--- src/rtl/vga_pkg.sv ---
// Shared definitions for the VGA timing generator: FSM state encoding and
// the default 800x600 @ 56 Hz (36 MHz pixel clock) timing constants.
package vga_pkg;

    typedef enum logic [1:0] {
        ST_IDLE     = 2'd0,
        ST_RUN      = 2'd1,
        ST_STOPPING = 2'd2
    } vga_state_e;

    localparam int unsigned VGA_H_ACTIVE = 800;
    localparam int unsigned VGA_H_FP     = 24;
    localparam int unsigned VGA_H_SYNC   = 72;
    localparam int unsigned VGA_H_BP     = 128;

    localparam int unsigned VGA_V_ACTIVE = 600;
    localparam int unsigned VGA_V_FP     = 1;
    localparam int unsigned VGA_V_SYNC   = 2;
    localparam int unsigned VGA_V_BP     = 22;

endpackage

--- src/rtl/vga_axis_counter.sv ---
// One timing axis (horizontal or vertical): position counter plus registered
// blank/sync flags that always describe the count presented in the same cycle.
module vga_axis_counter #(
    parameter int unsigned ACTIVE = 800,
    parameter int unsigned FP     = 24,
    parameter int unsigned SYNC   = 72,
    parameter int unsigned BP     = 128,
    parameter logic        POL    = 1'b1,
    localparam int unsigned TOTAL = ACTIVE + FP + SYNC + BP,
    localparam int unsigned W     = $clog2(TOTAL)
) (
    input  logic         clk36m,
    input  logic         reset,
    input  logic         ce,
    input  logic         step,
    input  logic         park,
    output logic [W-1:0] count,
    output logic [W-1:0] count_next,
    output logic         blank,
    output logic         blank_next,
    output logic         sync,
    output logic         wrap
);

    localparam logic [W-1:0] LAST      = W'(TOTAL - 1);
    localparam logic [W-1:0] ACT_END   = W'(ACTIVE);
    localparam logic [W-1:0] SYNC_BEG  = W'(ACTIVE + FP);
    localparam logic [W-1:0] SYNC_END  = W'(ACTIVE + FP + SYNC);
    // With no back porch the sync window runs to the last count, and its end
    // bound would not fit in W bits.
    localparam logic         SYNC_TAIL = (ACTIVE + FP + SYNC >= TOTAL);

    logic sync_on_next;

    assign wrap = (count == LAST);

    always_comb begin
        count_next = count;
        if (park)
            count_next = '0;
        else if (step)
            count_next = wrap ? '0 : count + 1'b1;
    end

    assign blank_next   = park || (count_next >= ACT_END);
    assign sync_on_next = !park && (count_next >= SYNC_BEG) &&
                          (SYNC_TAIL || (count_next < SYNC_END));

    always_ff @(posedge clk36m) begin
        if (reset) begin
            count <= '0;
            blank <= 1'b1;
            sync  <= ~POL;
        end else if (ce) begin
            count <= count_next;
            blank <= blank_next;
            sync  <= sync_on_next ? POL : ~POL;
        end
    end

endmodule

--- src/rtl/vga_timing_gen.sv ---
// VGA raster timing generator with IDLE/RUN/STOPPING run control; a stop
// request lets the current frame finish before the raster parks at (0,0).
module vga_timing_gen
    import vga_pkg::*;
#(
    parameter int unsigned H_ACTIVE = VGA_H_ACTIVE,
    parameter int unsigned H_FP     = VGA_H_FP,
    parameter int unsigned H_SYNC   = VGA_H_SYNC,
    parameter int unsigned H_BP     = VGA_H_BP,
    parameter int unsigned V_ACTIVE = VGA_V_ACTIVE,
    parameter int unsigned V_FP     = VGA_V_FP,
    parameter int unsigned V_SYNC   = VGA_V_SYNC,
    parameter int unsigned V_BP     = VGA_V_BP,
    parameter logic        HS_POL   = 1'b1,
    parameter logic        VS_POL   = 1'b1,
    localparam int unsigned H_TOTAL = H_ACTIVE + H_FP + H_SYNC + H_BP,
    localparam int unsigned V_TOTAL = V_ACTIVE + V_FP + V_SYNC + V_BP,
    localparam int unsigned HW      = $clog2(H_TOTAL),
    localparam int unsigned VW      = $clog2(V_TOTAL)
) (
    input  logic          clk36m,
    input  logic          reset,
    input  logic          ce,
    input  logic          enable,
    output logic [HW-1:0] col,
    output logic [VW-1:0] row,
    output logic          hsync,
    output logic          vsync,
    output logic          hblank,
    output logic          vblank,
    output logic          de,
    output logic          sol,
    output logic          sof,
    output logic          running
);

    vga_state_e    state, state_next;
    logic          advance, park, eof;
    logic          h_wrap, v_wrap, h_blank_next, v_blank_next;
    logic [HW-1:0] col_next;
    logic [VW-1:0] row_next;

    always_ff @(posedge clk36m) begin
        if (reset)
            state <= ST_IDLE;
        else if (ce)
            state <= state_next;
    end

    assign eof = h_wrap && v_wrap;

    always_comb begin
        state_next = state;
        case (state)
            ST_IDLE:     if (enable) state_next = ST_RUN;
            ST_RUN:      if (!enable) state_next = ST_STOPPING;
            ST_STOPPING: begin
                if (enable)
                    state_next = ST_RUN;
                else if (eof)
                    state_next = ST_IDLE;
            end
            default:     state_next = ST_IDLE;
        endcase
    end

    // Leaving IDLE does not step: the counters already sit at (0,0), so the
    // first running cycle presents the origin.
    assign advance = (state != ST_IDLE);
    assign park    = (state_next == ST_IDLE);

    vga_axis_counter #(
        .ACTIVE (H_ACTIVE),
        .FP     (H_FP),
        .SYNC   (H_SYNC),
        .BP     (H_BP),
        .POL    (HS_POL)
    ) u_hcount (
        .clk36m     (clk36m),
        .reset      (reset),
        .ce         (ce),
        .step       (advance),
        .park       (park),
        .count      (col),
        .count_next (col_next),
        .blank      (hblank),
        .blank_next (h_blank_next),
        .sync       (hsync),
        .wrap       (h_wrap)
    );

    vga_axis_counter #(
        .ACTIVE (V_ACTIVE),
        .FP     (V_FP),
        .SYNC   (V_SYNC),
        .BP     (V_BP),
        .POL    (VS_POL)
    ) u_vcount (
        .clk36m     (clk36m),
        .reset      (reset),
        .ce         (ce),
        .step       (advance && h_wrap),
        .park       (park),
        .count      (row),
        .count_next (row_next),
        .blank      (vblank),
        .blank_next (v_blank_next),
        .sync       (vsync),
        .wrap       (v_wrap)
    );

    always_ff @(posedge clk36m) begin
        if (reset) begin
            running <= 1'b0;
            de      <= 1'b0;
            sol     <= 1'b0;
            sof     <= 1'b0;
        end else if (ce) begin
            running <= !park;
            de      <= !h_blank_next && !v_blank_next;
            sol     <= !park && (col_next == '0);
            sof     <= !park && (col_next == '0) && (row_next == '0);
        end
    end

endmodule

--- config.mk ---
export PLATFORM = sky130hd
export DESIGN_NAME = vga_timing_gen
export DESIGN_NICKNAME = d
export VERILOG_FILES = /design/src/rtl/vga_pkg.sv /design/src/rtl/vga_axis_counter.sv /design/src/rtl/vga_timing_gen.sv
export SDC_FILE = /design/constraint.sdc
export NUM_CORES = 1
export LEC_CHECK = 0
export ABC_CLOCK_PERIOD_IN_PS = 4100
export CORE_MARGIN = 2
export CORE_UTILIZATION = 51
export DETAILED_ROUTE_END_ITERATION = 10
export PLACE_DENSITY = 0.87
export SLEW_MARGIN = 25
export SYNTH_ARGS = -nofsm -noshare
export SYNTH_HDL_FRONTEND = slang
export SYNTH_SLANG_ARGS = --single-unit
export TNS_END_PERCENT = 50
--- constraint.sdc ---
create_clock -name clk36m -period 4.1 [get_ports clk36m]
set_input_delay 0.82 -clock clk36m [delete_from_list [all_inputs] [get_ports clk36m]]
set_output_delay 0.82 -clock clk36m [all_outputs]
set_load 0.05 [all_outputs]
==> flow_summary.ini, run 1 <==
[worst_setup_path]
regToRegSetupSlack_ns = 1.13
slowest_delay_ns = 0.56
path_common_cell = sky130_fd_sc_hd__or4_1
arrival_ns = 3.28
criticalPathCategory = primary input to register
timing.critical_path.required_ns = 4.31
cp_cell_sequence = clkdlybuf4s50_1 -> nand2b_1 -> or4_1 -> o21ai_1 -> nor2_1 -> or4_1 -> a21oi_1
crit_fanout = 11
cpMaxStageDelayCell = sky130_fd_sc_hd__o21ai_1
reg2reg_depth = 8
reg_to_reg_end = sof$_SDFFE_PP0P_
timing.critical_path.to_type = register
critical_path.startpoint_type = primary input
critical_path.reg2reg.startpoint = u_hcount.count[0]$_SDFFE_PP0P_

[floorplanning]
floorplan.core_area_um2 = 4030
fp.dieH_um = 68.8
design.portCount = 32
dieWidth_um = 68.8
effective_utilization_at_floorplan = 0.532
rows = 23
design.die.area_um2 = 4740

[clock_network]
ctsResizeCount = 0
htree_num_levels = 2
post-cts-setup-buffers = 0
path_clk_slew_ns = 0.07
clock_tree_from_tritoncts = built
cts_made_buffers = 5
cts.path.max_buffers = 2
cts_sink_count = 30
ctsHoldBuffers = 0
worst_skew_pair.late_latency_ns = 0.29
clock-root-buffer = sky130_fd_sc_hd__clkbuf_8

[drt]
met3WireLength_um = 431
detail_route.wl_per_cell_um = 16.0
met2RoutedLength_um = 2580
drt-pass1-iter-count = 5
detail_route.iter0.violations = 265
drt_antenna_net_count = 0
residual_drc = 0
met1_length_um = 2540
route.detailed.vias_per_inst = 6.42
route.vias.total = 2268
dr.max_layer_used = met4
drt_wl_total_um = 5640

[logic_synthesis]
synth_top_cell_area_share = 0.280
post_synth_main_area_contributors = sky130_fd_sc_hd__dfxtp_1, sky130_fd_sc_hd__nor2_1, sky130_fd_sc_hd__a21oi_1
mean_post_synth_cell_area_um2 = 7.52
post-synth-top-area-cell = sky130_fd_sc_hd__dfxtp_1
synthesis.nets = 292
post_synth_inst_count = 285
syn_warnings = 0
synth_enable_flop_cells = 0
synth_seq_area_share = 0.280
dominant_synthesized_flop_cell = sky130_fd_sc_hd__dfxtp_1
ys_seq_elements = 30
synthArstFlopShare = 0
mappedNetlistArea_um2 = 2140
yosysUniqueCellTypes = 58

[hold_path]
worst_case_hold_path_end_point = sof$_SDFFE_PP0P_
worst_hold_startpoint = sof$_SDFFE_PP0P_
worst_hold_path_type = register to register
hold_path_depth = 2

[grt]
grt_use_total = 0.251
grt_remaining_overflow = 0
number_of_antenna_violations_at_the_first_check_in_global_routing = 0
first_global_vias = 1896
first_pass_grt_wire_length_um = 9030
grt_max_degree = 31

[sta]
minimum_clock_period_ns = 3.07
final-setup-viol-count = 0
final_hold_viols = 0
worst-slew-pin-transition_ns = 0.719
slew_headroom = 0.516
fmaxAchievable_mhz = 326
finalCritPeriodShare = 0.749
setup_total_negative_slack_ns = 0
timing.final.ws_setup_ns = 1.03
timing.clock.skew_ns = 0.00987
finalMaxSlewViolations = 0
hold_ws_ns = 0.454
grt_setup_unrepaired = no

[power_and_ir_drop]
worst_ir_drop_vdd_v = 0.000246
leakage_nw = 0.828
power.total_mw = 0.753
powerDensity_nw_per_um2 = 294

[placement]
gp_congestion = 0.916
dp_slack_ns = 0.788
io_buffers = 31
dp.final_hpwl_um = 3820

[cells_and_area]
num-fill-cells = 361
antennaDiodeCount = 0
final_util = 0.636
nets = 309
area.sequential_um2 = 601
drive_above_1_share = 0.0891
layout_top_registers = u_hcount.count x10, u_vcount.count x10, state x2
area_of_the_multi_input_gates_um2 = 1390
areaGrowthSynthToFinish_pct = 19.5

[run]
cap_viol_max_count = 0

[status]
run_status = completed
==> where the power goes <==
group          leakage (nW)  switching, mW  total [mW]  internal, mW
combinational         0.514         0.0483      0.0722        0.0240
sequential            0.243        0.00534       0.302         0.297
clock                0.0714          0.119       0.378         0.259
total                 0.828          0.173       0.753         0.580
==> logic make-up (layout without fill, tap and decap cells) <==
family                     after synthesis  count (layout)  synth area share
and+or+nand+nor                        118             118             0.293
AOI/OAI and AO/OA                       81              81             0.244
buffers and inverters                   32              50            0.0735
DFF                                     30              30             0.280
xor gates and xnor gates                13              13            0.0531
muxes                                    7               7            0.0333
adders and majority gates                4               4            0.0222
==> metal layers <==
metal | global-route usage | vias up
met4 | 0.0662 | 0
met1 | 0.347 | 1059
li1 | - | 1086
met5 | 0 | -
met2 | 0.392 | 109
met3 | 0.0584 | 14
==> worst max path at each step <==
stage                             to                            from  slack [ns]  depth (start not counted)
floorplan           sof$_SDFFE_PP0P_  u_hcount.count[0]$_SDFFE_PP0P_        1.30                          9
global route        sol$_SDFFE_PP0P_                          enable        0.88                          7
finish              sol$_SDFFE_PP0P_                          enable        1.03                          7
detailed placement  sol$_SDFFE_PP0P_                          enable        0.79                          7
CTS                 sol$_SDFFE_PP0P_                          enable        1.06                          7
global placement    sol$_SDFFE_PP0P_                          enable        0.86                          7
==> placed cells by master (no fill, tap or decap), types with 3 or more instances in the layout <==
master	synthesis	final
sky130_fd_sc_hd__nor2_1	32	32
sky130_fd_sc_hd__clkdlybuf4s50_1	0	31
sky130_fd_sc_hd__dfxtp_1	30	30
sky130_fd_sc_hd__a21oi_1	22	22
sky130_fd_sc_hd__nand2_1	17	17
sky130_fd_sc_hd__o21ai_0	17	17
sky130_fd_sc_hd__nand3_1	15	15
sky130_fd_sc_hd__nor3_1	10	10
sky130_fd_sc_hd__xnor2_1	9	9
sky130_fd_sc_hd__or2_2	6	6
sky130_fd_sc_hd__mux2i_1	6	6
sky130_fd_sc_hd__clkbuf_8	0	6
sky130_fd_sc_hd__inv_1	5	5
sky130_fd_sc_hd__nor4_1	5	5
sky130_fd_sc_hd__nand4_1	5	5
sky130_fd_sc_hd__or4_1	5	5
sky130_fd_sc_hd__a31oi_1	5	5
sky130_fd_sc_hd__buf_4	4	5
sky130_fd_sc_hd__or3_1	4	4
sky130_fd_sc_hd__and3_1	4	4
sky130_fd_sc_hd__xor2_1	4	4
sky130_fd_sc_hd__o21ai_1	4	4
sky130_fd_sc_hd__o31ai_1	4	4
sky130_fd_sc_hd__nor2b_1	4	4
sky130_fd_sc_hd__o211ai_1	3	3
sky130_fd_sc_hd__a22oi_1	3	3
sky130_fd_sc_hd__ha_1	3	3
==> through the flow <==
step,instances,instance area (um2)
6_report,353,2560
5_1_grt,353,2560
4_1_cts,353,2560
3_5_place_dp,345,2420
3_3_place_gp,345,2420
2_1_floorplan,285,2140
==> worst max-delay path, delay by kind of cell <==
| family | cells | cell delay [ns] |
|---|---|---|
| and+or+nand+nor | 4 | 1.22 |
| AOI/OAI and AO/OA | 2 | 0.75 |
| buffers and inverters | 1 | 0.49 |
==> Yosys cell counts, drive strengths merged (4+ instances only) <==
library cell  count
o31ai             4
mux2i             6
o21ai            21
a31oi             5
and3              4
nor2             32
or2               6
nand3            15
nand2            17
nor4              7
inv               5
dfxtp            30
clkbuf           14
a21oi            23
xor2              4
xnor2             9
or3               4
nand4             6
nor2b             4
or4               6
nor3             10
buf              12
==> cell type report <==
type / instances / area share
Multi-Input combinational cell: 223 / 0.541
Sequential cell: 30 / 0.234
Timing Repair Buffer: 36 / 0.136
Clock buffer: 6 / 0.0322
Tap cell: 50 / 0.0244
Clock inverter: 2 / 0.0234
Inverter: 6 / 0.00879
Power figures use the tool's default switching activity.
==> inputs of run 2 (changes only) <==
- ABC_CLOCK_PERIOD_IN_PS: 4100 -> 2950
- clock period: 4.1 -> 2.95 ns (I/O delays scaled with it)
==> run 2 against run 1 <==
Against the previous run: sequential power rose by 39%; largest cell class unchanged; critical endpoint unchanged; wire length is 1.7% higher; non-clock buffer count rose by 12; die area stayed put; combinational power up 48%; register-to-register slack lost 0.81 ns; largest power group unchanged; power rose by 41%; via count up 0.13%; clock power grew 41%; global-route usage increased by 2.1 points; first-iteration DRC count decreased by 22%.
==> flow_summary.ini, run 2 (synthesis gave the netlist of run 1 again) <==
[status]
run_status = completed

[sta]
finalCritPeriodShare = 0.892
minimum_clock_period_ns = 2.63
timing.clock.skew_ns = 0.0132
timing.final.ws_setup_ns = 0.317
worst-slew-pin-transition_ns = 0.504
final-setup-viol-count = 0
grt_setup_unrepaired = no
slew_headroom = 0.663
setup_total_negative_slack_ns = 0
fmaxAchievable_mhz = 380
final_hold_viols = 0
finalMaxSlewViolations = 0

[power_and_ir_drop]
powerDensity_nw_per_um2 = 399
p_switching_mw = 0.249
leakage_nw = 0.890
worst_ir_drop_vdd_v = 0.000367
portion_of_total_power_attributed_to_sequential_cells = 0.395
p_comb_frac = 0.101
internal_power_mw = 0.811
clock_power_share = 0.504
power_switching_share = 0.235
power.total_mw = 1.06

[grt]
grt_remaining_overflow = 0
grt_max_degree = 31
number_of_antenna_violations_at_the_first_check_in_global_routing = 0
first_global_vias = 2110
grt_use_total = 0.272
first_pass_grt_wire_length_um = 9700

[floorplanning]
rows = 23
effective_utilization_at_floorplan = 0.532
floorplan.core_area_um2 = 4030
design.portCount = 32
fp.dieH_um = 68.8
dieWidth_um = 68.8
design.die.area_um2 = 4740

[worst_setup_path]
reg2reg_depth = 9
timing.critical_path.required_ns = 3.17
worst_setup_path_endpoint = sol$_SDFFE_PP0P_
crit_path_start = u_hcount.count[0]$_SDFFE_PP0P_
critical_path.startpoint_type = register
criticalPathCategory = register to register
timing.critical_path.to_type = register
regToRegSetupSlack_ns = 0.32
crit_fanout = 7
arrival_ns = 2.85
reg_to_reg_end = sol$_SDFFE_PP0P_
critical_path.reg2reg.startpoint = u_hcount.count[0]$_SDFFE_PP0P_

[placement]
gp_congestion = 0.965
dp_slack_ns = 0.163
dp.final_hpwl_um = 4000
io_buffers = 31

[drt]
residual_drc = 0
detail_route.iter0.violations = 207
drt_antenna_net_count = 0
route.detailed.vias_per_inst = 6.22
drt_wl_total_um = 5740
route.vias.total = 2271
drt-pass1-iter-count = 4
detail_route.wl_per_cell_um = 15.7

[cells_and_area]
areaGrowthSynthToFinish_pct = 23.7
nets = 321
layout.cells.most_common_list = sky130_fd_sc_hd__nor2_1, sky130_fd_sc_hd__clkdlybuf4s50_1, sky130_fd_sc_hd__dfxtp_1
antennaDiodeCount = 0
area.sequential_um2 = 601
area_of_the_multi_input_gates_um2 = 1390
num-fill-cells = 359
layout_top_registers = u_hcount.count x10, u_vcount.count x10, state x2
drive_above_1_share = 0.124
final_util = 0.658
layout.cells.most_common = sky130_fd_sc_hd__nor2_1

[clock_network]
htree_num_levels = 2
path_clk_slew_ns = 0.07
worst_skew_pair.late_latency_ns = 0.29
clock_tree_from_tritoncts = built
cts.path.max_buffers = 2
ctsHoldBuffers = 0
post-cts-setup-buffers = 0
ctsResizeCount = 0
cts_made_buffers = 5
cts_sink_count = 30
clock-root-buffer = sky130_fd_sc_hd__clkbuf_8

[hold_path]
worst_hold_path_type = register to register
worst_hold_startpoint = running$_SDFFE_PP0P_

[run]
cap_viol_max_count = 0
-- run 2: changes by cell type in the layout (fill, tap and decap cells not counted), sizes merged --
cell and delta:
buf +12
-- run 2: area by class of cell --
class | instances | share of cell area
multi-input combinational | 223 | 0.523
sequential | 30 | 0.226
timing repair buffer | 48 | 0.165
clock buffer | 6 | 0.0311
tap | 50 | 0.0236
clock inverter | 2 | 0.0226
inverter | 6 | 0.00849
-- run 2: worst max-delay path, stage by stage (launching register included) --
cell and delay (ns):
sky130_fd_sc_hd__dfxtp_1 0.45, sky130_fd_sc_hd__ha_1 0.23, sky130_fd_sc_hd__o2111ai_2 0.18, sky130_fd_sc_hd__buf_4 0.23
sky130_fd_sc_hd__o31ai_1 0.29, sky130_fd_sc_hd__mux2_2 0.21, sky130_fd_sc_hd__o221ai_1 0.16, sky130_fd_sc_hd__nand4b_1 0.22
sky130_fd_sc_hd__or4_1 0.44, sky130_fd_sc_hd__a21oi_1 0.15
-- run 2: worst min path at each step --
stage,to,slack (ns),cells past startpoint
final,running$_SDFFE_PP0P_,0.47,2
after global routing,sof$_SDFFE_PP0P_,0.50,2
after CTS,de$_SDFFE_PP0P_,0.47,2
after detailed placement,running$_SDFFE_PP0P_,0.46,2
after global placement,sof$_SDFFE_PP0P_,0.45,2
after floorplan,state[0]$_SDFFE_PP0P_,0.62,3
-- run 2: power groups by stage --
| stage | registers (mW) | clock network (mW) | logic, mW |
|---|---|---|---|
| 6_report | 0.419 | 0.534 | 0.107 |
| 2_1_floorplan | 0.447 | 0 | 0.0490 |
| 3_3_place_gp | 0.428 | 0 | 0.104 |
| 5_1_grt | 0.420 | 0.554 | 0.115 |
| 4_1_cts | 0.419 | 0.535 | 0.106 |
| 3_5_place_dp | 0.428 | 0 | 0.106 |
-- run 2: layer usage --
layer  global-route usage  share of wire
met5                    0              0
met4                0.108          0.022
met3               0.0601          0.065
met2                0.422           0.46
met1                0.367           0.45
-- run 2: per-stage QoR --
| stage | cell area, um2 | hold slack (ns) | std cells |
|---|---|---|---|
| final | 2650 | 0.469 | 365 |
| after global routing | 2650 | 0.500 | 365 |
| after CTS | 2650 | 0.473 | 365 |
| after detailed placement | 2510 | 0.461 | 357 |
| after global placement | 2510 | 0.452 | 357 |
| after floorplan | 2140 | 0.620 | 285 |
==> inputs of run 3 (changes only) <==
- ABC_CLOCK_PERIOD_IN_PS: 2950 -> 2300
- CAP_MARGIN: unset -> 10
- CORE_UTILIZATION: 51 -> 49
- SKIP_LAST_GASP: unset -> 1
- clock period: 2.95 -> 2.3 ns (I/O delays scaled with it)
==> run 3 against run 2 <==
Against the previous run: the run now ends with setup timing left; count of clock-buffer cells in the layout increased by 2; via count increased by 16%; combinational power increased by 62%; clock power increased by 12%; global-route usage increased by 0.86 points; non-clock buffer count increased by 44; wire length increased by 29%; sequential power increased by 25%; worst setup slack got worse by 0.38 ns.
==> flow_summary.ini, run 3 (synthesis gave the netlist of run 1 again) <==
[status]
run_status = finished with violations
violations = setup timing

[sta]
timing.final.ws_setup_ns = -0.0626
final-setup-viol-count = 3
fmaxAchievable_mhz = 423
slew_headroom = 0.662
minimum_clock_period_ns = 2.36
finalCritPeriodShare = 1.03
timing.clock.skew_ns = 0.0115
finalMaxSlewViolations = 0
grt_setup_unrepaired = yes
hold_ws_ns = 0.456
worst-slew-pin-transition_ns = 0.505
final_hold_viols = 0
setup_total_negative_slack_ns = -0.0915

[cells_and_area]
layout.cells.most_common_list = sky130_fd_sc_hd__buf_4, sky130_fd_sc_hd__nor2_1, sky130_fd_sc_hd__clkdlybuf4s50_1
antennaDiodeCount = 0
area.sequential_um2 = 652
nets = 366
layout_top_registers = u_hcount.count x10, u_vcount.count x10, state x2
num-fill-cells = 279
area_of_the_multi_input_gates_um2 = 1560
areaGrowthSynthToFinish_pct = 49.8
layout.cells.most_common = sky130_fd_sc_hd__buf_4
drive_above_1_share = 0.344

[power_and_ir_drop]
leakage_nw = 1.18
powerDensity_nw_per_um2 = 402
worst_ir_drop_vdd_v = 0.000395

[worst_setup_path]
critical_path.startpoint_type = register
regToRegSetupSlack_ns = -0.06
critical_path.reg2reg.startpoint = u_hcount.count[0]$_SDFFE_PP0P_
reg2reg_depth = 10
timing.critical_path.required_ns = 2.48
reg_to_reg_end = u_vcount.blank$_SDFFE_PP1P_
criticalPathCategory = register to register
crit_fanout = 4
arrival_ns = 2.55
timing.critical_path.to_type = register

[hold_path]
worst_case_hold_path_end_point = sof$_SDFFE_PP0P_
worst_hold_startpoint = sof$_SDFFE_PP0P_
hold_path_depth = 2
worst_hold_path_type = register to register

[clock_network]
cts.path.max_buffers = 2
htree_num_levels = 2
ctsHoldBuffers = 0
cts_made_buffers = 5
clock_tree_from_tritoncts = built
worst_skew_pair.late_latency_ns = 0.29
cts_sink_count = 30
clock-root-buffer = sky130_fd_sc_hd__clkbuf_8
path_clk_slew_ns = 0.07

[floorplanning]
floorplan.core_area_um2 = 4290
rows = 24
design.portCount = 32
fp.dieH_um = 70.2
design.die.area_um2 = 4920
effective_utilization_at_floorplan = 0.499
dieWidth_um = 70.2

[grt]
grt_max_degree = 22
first_global_vias = 2419
grt_remaining_overflow = 0
first_pass_grt_wire_length_um = 11200
number_of_antenna_violations_at_the_first_check_in_global_routing = 0
grt_use_total = 0.281

[drt]
detail_route.iter0.violations = 344
route.vias.total = 2632
drt-pass1-iter-count = 5
met2RoutedLength_um = 3540
residual_drc = 0
detail_route.wl_per_cell_um = 18.0
drt_antenna_net_count = 0
met3WireLength_um = 682
route.detailed.vias_per_inst = 6.39
drt_wl_total_um = 7400
dr.max_layer_used = met4
met1_length_um = 2890

[placement]
gp_congestion = 0.921
dp.final_hpwl_um = 4680
io_buffers = 31

[run]
cap_viol_max_count = 0
-- run 3: how the worst max path moves through the flow --
stage	startpoint	endpoint	slack [ns]	depth (start not counted)
after global routing	u_hcount.count[0]$_SDFFE_PP0P_	u_vcount.blank$_SDFFE_PP1P_	-0.13	10
after global placement	enable	sol$_SDFFE_PP0P_	-0.22	8
after floorplan	u_vcount.count[4]$_SDFFE_PP0P_	sol$_SDFFE_PP0P_	0.01	8
after CTS	u_hcount.count[0]$_SDFFE_PP0P_	sof$_SDFFE_PP0P_	-0.006	9
after detailed placement	enable	sol$_SDFFE_PP0P_	-0.26	8
final	u_hcount.count[0]$_SDFFE_PP0P_	u_vcount.blank$_SDFFE_PP1P_	-0.06	10
-- run 3: repair_timing --
action / CTS / global route
cloned: 0 / 2
buffers inserted: 5 / 4
resized for setup: 6 / 26
pin swaps: 7 / 3
endpoints found under the setup margin: 6 / 9
hold endpoints to repair: 0 / 0
-- run 3: layout make-up --
class	count	area share
Clock buffer	8	0.0413
Inverter	6	0.00701
Multi-Input combinational cell	224	0.485
Sequential cell	30	0.203
Tap cell	52	0.0202
Timing Repair Buffer	92	0.243
-- run 3: per-layer routing --
metal / vias to the layer above / global-route usage
met5: - / 0
met4: 0 / 0.137
met3: 36 / 0.0635
met2: 180 / 0.455
met1: 1219 / 0.351
li1: 1197 / -
-- run 3: worst max-delay path, cell delays in order (launching register included) --
cell                      delay, ns
sky130_fd_sc_hd__dfxtp_4       0.36
sky130_fd_sc_hd__ha_4          0.16
sky130_fd_sc_hd__buf_4         0.13
sky130_fd_sc_hd__o21ai_0       0.13
sky130_fd_sc_hd__nor4_1        0.43
sky130_fd_sc_hd__buf_4         0.21
sky130_fd_sc_hd__and3_1        0.20
sky130_fd_sc_hd__a31oi_1       0.17
sky130_fd_sc_hd__a31oi_4       0.23
sky130_fd_sc_hd__o21ai_1       0.08
sky130_fd_sc_hd__a21o_1        0.15
-- run 3: report_power, final --
group	switching, mW	internal [mW]
logic	0.105	0.0683
registers	0.00569	0.516
clock network	0.223	0.375
-- run 3: stage by stage --
stage               total power [mW]  utilization  cells  setup WS (ns)  instance area (um2)
finish                          1.29        0.748    412        -0.0626                 3210
global route                    1.34        0.748    412         -0.128                 3210
CTS                             1.28        0.712    406       -0.00585                 3060
detailed placement             0.687        0.664    393         -0.264                 2850
global placement               0.684        0.664    393         -0.223                 2850
floorplan                      0.624            -    285         0.0130                 2240
